`src/rtl/uart_rx.sv`:
```
// UART receiver: 2-flop synchronizer, 3-point majority-vote bit sampling,
// LSB-first deserialisation with optional parity and one stop bit.
module uart_rx #(
    parameter int unsigned Data_Width    = 8,
    parameter int unsigned Prescale      = 8,
    parameter int unsigned Counter_Width = 3
) (
    input  logic                  CLK,
    input  logic                  RST,
    input  logic                  RX_IN,
    input  logic                  PAR_EN,
    input  logic                  PAR_TYP,
    output logic [Data_Width-1:0] P_DATA,
    output logic                  Data_Valid,
    output logic                  PAR_ERR,
    output logic                  STP_ERR
);

    localparam int unsigned TICK_W = (Prescale > 2) ? $clog2(Prescale) : 1;

    localparam logic [TICK_W-1:0]        TICK_LAST = TICK_W'(Prescale - 1);
    localparam logic [TICK_W-1:0]        TICK_S0   = TICK_W'(Prescale / 2 - 1);
    localparam logic [TICK_W-1:0]        TICK_S1   = TICK_W'(Prescale / 2);
    localparam logic [TICK_W-1:0]        TICK_S2   = TICK_W'(Prescale / 2 + 1);
    localparam logic [TICK_W-1:0]        TICK_EVAL = TICK_W'(Prescale / 2 + 2);
    localparam logic [Counter_Width-1:0] BIT_LAST  = Counter_Width'(Data_Width - 1);

    typedef enum logic [2:0] {
        IDLE,
        START,
        DATA,
        PARITY,
        STOP
    } state_t;

    state_t                  state;
    state_t                  state_next;
    logic                    rx_meta;
    logic                    rx_s;
    logic [TICK_W-1:0]       tick;
    logic [Counter_Width-1:0] bit_idx;
    logic                    s0;
    logic                    s1;
    logic                    sample;
    logic                    par_en_l;
    logic                    par_typ_l;
    logic                    par_bad;
    logic [Data_Width-1:0]   shreg;
    logic                    bit_end;
    logic                    start_det;
    logic                    stop_eval;

    // Line synchronizer, preset to idle level
    always_ff @(posedge CLK or posedge RST) begin
        if (RST) begin
            rx_meta <= 1'b1;
            rx_s    <= 1'b1;
        end else begin
            rx_meta <= RX_IN;
            rx_s    <= rx_meta;
        end
    end

    always_ff @(posedge CLK or posedge RST) begin
        if (RST) begin
            state <= IDLE;
        end else begin
            state <= state_next;
        end
    end

    always_comb begin
        state_next = state;
        bit_end    = (tick == TICK_LAST);
        start_det  = 1'b0;
        stop_eval  = 1'b0;
        case (state)
            IDLE: begin
                if (!rx_s) begin
                    start_det  = 1'b1;
                    state_next = START;
                end
            end
            START: begin
                if (bit_end) begin
                    state_next = sample ? IDLE : DATA;
                end
            end
            DATA: begin
                if (bit_end && (bit_idx == BIT_LAST)) begin
                    state_next = par_en_l ? PARITY : STOP;
                end
            end
            PARITY: begin
                if (bit_end) begin
                    state_next = STOP;
                end
            end
            STOP: begin
                // Leave early so a following start edge is seen without a gap
                if (tick == TICK_EVAL) begin
                    stop_eval  = 1'b1;
                    state_next = IDLE;
                end
            end
            default: state_next = IDLE;
        endcase
    end

    // Tick counter and majority-vote sampler
    always_ff @(posedge CLK or posedge RST) begin
        if (RST) begin
            tick   <= '0;
            s0     <= 1'b1;
            s1     <= 1'b1;
            sample <= 1'b1;
        end else begin
            if ((state == IDLE) || (state_next == IDLE) || bit_end) begin
                tick <= '0;
            end else begin
                tick <= tick + TICK_W'(1);
            end
            if (tick == TICK_S0) s0 <= rx_s;
            if (tick == TICK_S1) s1 <= rx_s;
            if (tick == TICK_S2) sample <= (s0 & s1) | (s0 & rx_s) | (s1 & rx_s);
        end
    end

    // Frame datapath: config latch, shift register, parity check
    always_ff @(posedge CLK or posedge RST) begin
        if (RST) begin
            bit_idx   <= '0;
            shreg     <= '0;
            par_en_l  <= 1'b0;
            par_typ_l <= 1'b0;
            par_bad   <= 1'b0;
        end else begin
            if (start_det) begin
                par_en_l  <= PAR_EN;
                par_typ_l <= PAR_TYP;
                par_bad   <= 1'b0;
                bit_idx   <= '0;
            end
            if ((state == DATA) && bit_end) begin
                shreg   <= {sample, shreg[Data_Width-1:1]};
                bit_idx <= (bit_idx == BIT_LAST) ? '0 : bit_idx + Counter_Width'(1);
            end
            if ((state == PARITY) && bit_end) begin
                par_bad <= sample ^ (^shreg) ^ par_typ_l;
            end
        end
    end

    // Frame outcome strobes
    always_ff @(posedge CLK or posedge RST) begin
        if (RST) begin
            P_DATA     <= '0;
            Data_Valid <= 1'b0;
            PAR_ERR    <= 1'b0;
            STP_ERR    <= 1'b0;
        end else begin
            Data_Valid <= 1'b0;
            PAR_ERR    <= 1'b0;
            STP_ERR    <= 1'b0;
            if (stop_eval) begin
                if (sample && !par_bad) begin
                    Data_Valid <= 1'b1;
                    P_DATA     <= shreg;
                end else begin
                    PAR_ERR <= par_bad;
                    STP_ERR <= ~sample;
                end
            end
        end
    end

endmodule

```
`config.mk`:
```
export PLATFORM = sky130hd
export DESIGN_NAME = uart_rx
export DESIGN_NICKNAME = d
export VERILOG_FILES = /design/src/rtl/uart_rx.sv
export SDC_FILE = /design/constraint.sdc
export NUM_CORES = 1
export LEC_CHECK = 0
export BUFFER_PORTS_ARGS = -buffer_cell sky130_fd_sc_hd__buf_4
export CORE_ASPECT_RATIO = 1.5
export CORE_MARGIN = 3
export CORE_UTILIZATION = 50
export DETAILED_ROUTE_END_ITERATION = 16
export GPL_TIMING_DRIVEN = 0
export HOLD_SLACK_MARGIN = 0.06
export PLACE_DENSITY_LB_ADDON = 0.15
export SLEW_MARGIN = 20
export SYNTH_ARGS = -nofsm -noshare
export SYNTH_HDL_FRONTEND = slang
export SYNTH_SLANG_ARGS = --single-unit
export TNS_END_PERCENT = 10
```
`constraint.sdc`:
```
create_clock -name CLK -period 1.55 [get_ports CLK]
set_input_delay 0.31 -clock CLK [delete_from_list [all_inputs] [get_ports CLK]]
set_output_delay 0.31 -clock CLK [all_outputs]
set_load 0.05 [all_outputs]
```
==> impl_metrics.tcl, run 1 <==
set metrics [dict create \
    final_cell_mix "dfrtp_1, buf_4, mux2_4" \
    holdPathEnd "rx_meta" \
    fmax_mhz 576 \
    grt_overflow 0 \
    first_pass_iters 4 \
    drv_slew 0 \
    rows 25 \
    cts_buffer_depth 2 \
    hold_path.class "in2reg" \
    clkSinkCount 36 \
    leakage_nw 1.01 \
    final_common_cell "dfrtp_1" \
    grt_antenna_before_repair 0 \
    max_stage_delay_ns 0.45 \
    setup_viol 23 \
    portBuffers 15 \
    r2r_cells 6 \
    final_area_um2 2170 \
    place_hpwl_mm 2.09 \
    cts_max_level 2 \
    rsz0062_at_grt "yes" \
    wl_per_cell_um 15.5 \
    endpoint_kind "flip-flop" \
    grt_pass1_vias 1099 \
    nets 176 \
    core_um2 3250 \
    async_reset_ff_share_pct 100 \
    yosysSeqAreaShare_pct 52.2 \
    ir_drop_mv 1.03 \
    area_growth_pct 25.0 \
    grt_max_degree 37 \
    syn_area_um2 1740 \
    power_frac_clock_pct 22.4 \
    drive_above_1_share_pct 49.1 \
    fin_worst_skew_ns 0.00607 \
    path_delay_family "compound AO/OA/AOI/OAI gates" \
    cts_buffers 5 \
    relSlewSlack_pct 51.1 \
    gp_congestion 0.900 \
    ant_nets 0 \
    whs_path_depth 1 \
    clkTransAtPathRegs_ns 0.06 \
    die_y_um 78.2 \
    layout_setup_ws_ns -0.185 \
    switchingPower_mw 0.869 \
    dp_slack_ns -0.177 \
    path_cells "ha_4 > ha_4 > nor3b_1 > a21o_1 > a311oi_4 > nor4b_1" \
    grt_pass1_wl_mm 5.13 \
    arrival_ns 1.88 \
    viasPerCell 5.24 \
    clk_latency_ns 0.28 \
    r2r-start "tick[1]" \
    cts_tree "yes" \
    n_antenna_cell 0 \
    hold_buffers 0 \
    hold_start "RX_IN" \
    die-area_um2 4240 \
    cts_root_buf "clkbuf_8" \
    worst_pin_slew_ns 0.732 \
    reg2reg_to "tick[1]" \
    ys_ff_latch 36 \
    synth-edff-count 0 \
    power_switching_share_pct 31.5 \
    synth_cell_types 38 \
    startpoint_type "flip-flop" \
    dpl_cell_area_um2 1950 \
    cp_common_cell "ha_4" \
    finish.utilization_pct 66.8 \
    wirelength_mm 3.16 \
    maxCapViolCount 0 \
    outcome "finished, violations left" \
    critPathRequiredTime_ns 1.69 \
    power_density_nw_per_um2 1270 \
    cp_max_fo 4 \
    drcViolationCount 0 \
    hold_viol 0 \
    total_power_mw 2.76 \
    yosys_warnings 0 \
    fin_crit_ns 1.73 \
    power.sequential.fraction_pct 47.2 \
    synth_nets 142 \
    vias 1063 \
    synthFlopType "dfrtp_1" \
    criticalPathCategory "reg2reg" \
    syn_area_per_cell_um2 13.6 \
    initial_core_util_pct 53.5 \
    finalCritPeriodShare_pct 112 \
    fp.dieW_um 54.2 \
    syn_inst 128 \
    worst_path_max_delay_cell "dfrtp_2" \
    grt_use_total_pct 16.8 \
    p_comb_share_pct 30.4 \
    drt_iter0_markers 14 \
    crit_buf_inv 0 \
    violations "setup timing" \
    internal_power_mw 1.89 \
    ios 16 \
    regToRegSetupSlack_ns -0.18 \
]
## kinds of logic after synthesis
| group | share of synthesized area, % |
|---|---|
| buffers and inverters | 5.04 |
| AO/OA/AOI/OAI | 6.83 |
| AND/OR/NAND/NOR | 9.57 |
| XOR/XNOR | 4.82 |
| multiplexers | 15.1 |
| flip-flops | 52.2 |
| adder cells (fa/ha/maj) | 6.47 |
## stage by stage
step | TNS (ns) | hold slack [ns] | cells
floorplan | -0.447 | 0.314 | 128
global placement | -2.33 | 0.346 | 183
detailed placement | -2.53 | 0.347 | 183
CTS | -2.56 | 0.123 | 200
global route | -5.22 | 0.122 | 203
finish | -2.59 | 0.135 | 203
## power by group through the flow
| stage | registers, mW | clock network [mW] | logic [mW] |
|---|---|---|---|
| floorplan | 1.26 | 0 | 0.567 |
| global placement | 1.29 | 0 | 0.653 |
| detailed placement | 1.30 | 0 | 0.685 |
| CTS | 1.30 | 0.650 | 0.747 |
| global route | 1.33 | 0.700 | 0.937 |
| finish | 1.30 | 0.619 | 0.838 |
## repair_timing
action	in CTS	in global routing
setup endpoints to repair	22	27
gates cloned	1	0
setup buffers	8	3
pin swaps	7	6
resized for setup	8	6
## worst max-delay path by stage
stage | from | to | slack (ns) | cells past startpoint
2_1_floorplan | tick[0] | shreg[0] | -0.04 | 6
3_3_place_gp | tick[0] | tick[1] | -0.15 | 6
3_5_place_dp | tick[0] | P_DATA[5] | -0.18 | 6
4_1_cts | tick[0] | tick[1] | -0.19 | 6
5_1_grt | tick[1] | tick[1] | -0.27 | 7
6_report | tick[1] | tick[1] | -0.18 | 6
## Yosys cell counts, types with 2 or more instances
cell	number	area (um2)
o21ai_1	2	10.0
nor4_1	2	12.5
mux2_4	13	195
buf_6	3	33.8
a32o_1	3	30.0
nand3_1	3	15.0
dfstp_2	5	131
nor2_1	5	18.8
dfrtp_1	31	776
nor3_1	2	10.0
a21oi_1	2	10.0
mux2_1	3	33.8
a22o_1	2	17.5
mux2_2	3	33.8
inv_1	9	33.8
ha_1	9	113
xnor2_1	6	52.6
nand2_1	5	18.8
## routing by layer
| metal | GRT usage (%) | vias to the layer above | share of wire, % |
|---|---|---|---|
| li1 | - | 514 | - |
| met1 | 18.2 | 524 | 40 |
| met2 | 29.5 | 19 | 55 |
| met3 | 3.98 | 6 | 3.3 |
| met4 | 7.48 | 0 | 2.1 |
| met5 | 0 | - | 0 |
## state kept, by name (all words and copies together), names as in the netlist, 3 cells and up
| register | count |
|---|---|
| P_DATA | 8 |
| shreg | 8 |
| bit_idx | 3 |
| state | 3 |
| tick | 3 |
## area by class of cell
class / instances / area (um2)
Timing Repair Buffer: 27 / 203
Multi-Input combinational cell: 79 / 843
Sequential cell: 36 / 910
Clock buffer: 7 / 76.3
Inverter: 9 / 33.8
Tap cell: 40 / 50.0
Buffer: 4 / 53.8
Fill cell: 262 / 1080
Clock inverter: 1 / 5.00
Note: power is estimated with default switching activity, not from simulation.
==> inputs of run 2 (changes only) <==
--- a/config.mk
+++ b/config.mk
@@ -5,6 +5,7 @@
 export SDC_FILE = /design/constraint.sdc
 export NUM_CORES = 1
 export LEC_CHECK = 0
+export ABC_AREA = 1
 export BUFFER_PORTS_ARGS = -buffer_cell sky130_fd_sc_hd__buf_4
 export CORE_ASPECT_RATIO = 1.5
 export CORE_MARGIN = 3
==> constraint.sdc (replaced) <==
create_clock -name CLK -period 1.6 [get_ports CLK]
set_input_delay 0.32 -clock CLK [delete_from_list [all_inputs] [get_ports CLK]]
set_output_delay 0.32 -clock CLK [all_outputs]
set_load 0.05 [all_outputs]
==> run 2 against run 1 <==
Compared with the run above:
- the flow now finishes without violations
- total power is 11% lower
- flip-flop and latch count stayed put
- sequential power is 6% lower
- sequential share of layout area increased by 2.2 points
- clock-buffer cell count down 1
- wire length rose by 1.8%
- register-to-register slack gained 0.32 ns
- combinational power shrank 32%
- clock skew decreased by 0.00081 ns
- utilization decreased by 3.4 points
- fmax grew 18%
==> impl_metrics.tcl, run 2 <==
set metrics [dict create \
    yosysMostFrequentCell "nand2_1" \
    syn_area_um2 1740 \
    fmax_mhz 683 \
    grt_pass1_vias 1334 \
    async_reset_ff_share_pct 100 \
    dp_cells 251 \
    final_cell_mix "nand2_1, dfrtp_1, inv_1" \
    leakage_nw 1.07 \
    synth-edff-count 0 \
    nets 235 \
    finish.utilization_pct 63.5 \
    wirelength_mm 3.21 \
    setup_viol 0 \
    final_area_um2 2060 \
    place_hpwl_mm 2.33 \
    dp_slack_ns -0.0969 \
    regToRegSetupSlack_ns 0.14 \
    cts_max_level 2 \
    outcome "finished, final reports clean" \
    cp_max_fo 3 \
    cp-startpoint "tick[1]" \
    worst_path_max_delay_cell "dfrtp_1" \
    yosysTopAreaCell "dfrtp_1" \
    synth_commonest_cells "nand2_1, dfrtp_1, inv_1, nor2_1" \
    stdcell_count 262 \
    cts_tree "yes" \
    startpoint_type "flip-flop" \
    criticalPathCategory "reg2reg" \
    grt_use_total_pct 18.1 \
    final_common_cell "nand2_1" \
    ios 16 \
    r2r_cells 9 \
    r2r-start "tick[1]" \
    cts_root_buf "clkbuf_8" \
    finalCritPeriodShare_pct 91.5 \
    die-area_um2 4240 \
    hold_buffers 0 \
    maxCapViolCount 0 \
    clk_latency_ns 0.28 \
    yosys_warnings 0 \
    first_pass_iters 4 \
    layout_setup_ws_ns 0.136 \
    fp.dieW_um 54.2 \
    syn_inst 196 \
    fin_worst_skew_ns 0.00526 \
    cts_buffers 5 \
    synth_nets 210 \
    dpl_cell_area_um2 1900 \
    drt_iter0_markers 48 \
    cts_buffer_depth 2 \
    die_y_um 78.3 \
    clkTransAtPathRegs_ns 0.07 \
    vias 1307 \
    power_density_nw_per_um2 1190 \
    endpoint_kind "flip-flop" \
    reg2reg_to "tick[0]" \
    ant_nets 0 \
    total_power_mw 2.45 \
    viasPerCell 4.99 \
    area_growth_pct 18.5 \
    core_um2 3250 \
    drive_above_1_share_pct 26.6 \
    drcViolationCount 0 \
    critPathRequiredTime_ns 1.78 \
    grt_pass1_wl_mm 5.64 \
    max_stage_delay_ns 0.42 \
    grt_max_degree 37 \
    worst_pin_slew_ns 0.728 \
    wl_per_cell_um 12.3 \
    rows 25 \
    hold_path.class "in2reg" \
    ir_drop_mv 0.839 \
    grt_overflow 0 \
    synthFlopType "dfrtp_1" \
    ys_ff_latch 36 \
    relSlewSlack_pct 51.4 \
    reg_top3 "P_DATA (8), shreg (8)" \
    syn_area_per_cell_um2 8.89 \
    yosysSeqAreaShare_pct 52.1 \
    arrival_ns 1.64 \
    fin_crit_ns 1.46 \
    n_antenna_cell 0 \
    drv_slew 0 \
    synth_area_leaders "dfrtp_1, nand2_1, dfstp_2" \
    crit_path_end "tick[0]" \
    gp_congestion 0.908 \
    synth_top_area_share_pct 44.5 \
    synth_cell_types 26 \
    path_cells "ha_4 > ha_2 > inv_1 > nand2_1 > nand2_1 > nor2_1 > nand3_1 > nand2_2 > nor2_1" \
    portBuffers 15 \
    grt_antenna_before_repair 0 \
    clkSinkCount 36 \
    hold_viol 0 \
    initial_core_util_pct 53.5 \
]
[run 2: stage by stage]
| step | hold WS [ns] | setup TNS [ns] |
|---|---|---|
| floorplan | 0.324 | 0 |
| global placement | 0.345 | -0.0571 |
| detailed placement | 0.347 | -0.405 |
| CTS | 0.128 | 0 |
| global route | 0.129 | -0.0695 |
| finish | 0.136 | 0 |
[run 2: worst min path at each step]
stage | startpoint | to | slack (ns) | cells after the start
floorplan | RX_IN | rx_meta | 0.32 | 0
finish | RX_IN | rx_meta | 0.14 | 1
global route | RX_IN | rx_meta | 0.13 | 1
CTS | RX_IN | rx_meta | 0.13 | 1
detailed placement | rx_meta | rx_s | 0.35 | 0
global placement | rx_meta | rx_s | 0.35 | 0
[run 2: what timing repair did]
item / in CTS / in global routing
gates resized for setup: 3 / 10
pin swaps: 1 / 3
setup endpoints to repair: 14 / 14
buffers inserted: 0 / 3
[run 2: routing by layer]
layer / track usage, % / vias up / share of wire (%)
li1: - / 659 / -
met4: 6.73 / 0 / 1.6
met3: 5.31 / 6 / 3.5
met5: 0 / - / 0
met2: 32.5 / 24 / 57
met1: 18.8 / 618 / 38
[run 2: kinds of logic after synthesis]
logic type | count (synthesis) | synth area share [%]
buffers and inverters | 34 | 7.83
AOI/OAI and AO/OA | 25 | 9.34
xor gates and xnor gates | 5 | 2.51
muxes | 1 | 0.647
and+or+nand+nor | 86 | 21.1
adders and majority gates | 9 | 6.47
DFF | 36 | 52.1
[run 2: report_power, final]
group	total (mW)	switching [mW]	internal (mW)	leakage, nW
Sequential	1.22	0.148	1.08	0.469
Clock	0.656	0.313	0.343	0.0510
Combinational	0.569	0.334	0.234	0.551
[run 2: area by class of cell]
type	instances	area (um2)
Timing Repair Buffer	18	135
Clock buffer	6	82.6
Tap cell	40	50.0
Sequential cell	36	910
Inverter	32	120
Clock inverter	2	10.0
Multi-Input combinational cell	126	738
Buffer	2	18.8
Fill cell	290	1190
[run 2: critical path: cells and delay by family, from the launching register on]
| family | cells | cell delay [ns] |
|---|---|---|
| adder cells (fa/ha/maj) | 2 | 0.37 |
| flip-flops | 1 | 0.42 |
| buffers and inverters | 1 | 0.05 |
| AND/OR/NAND/NOR | 6 | 0.52 |
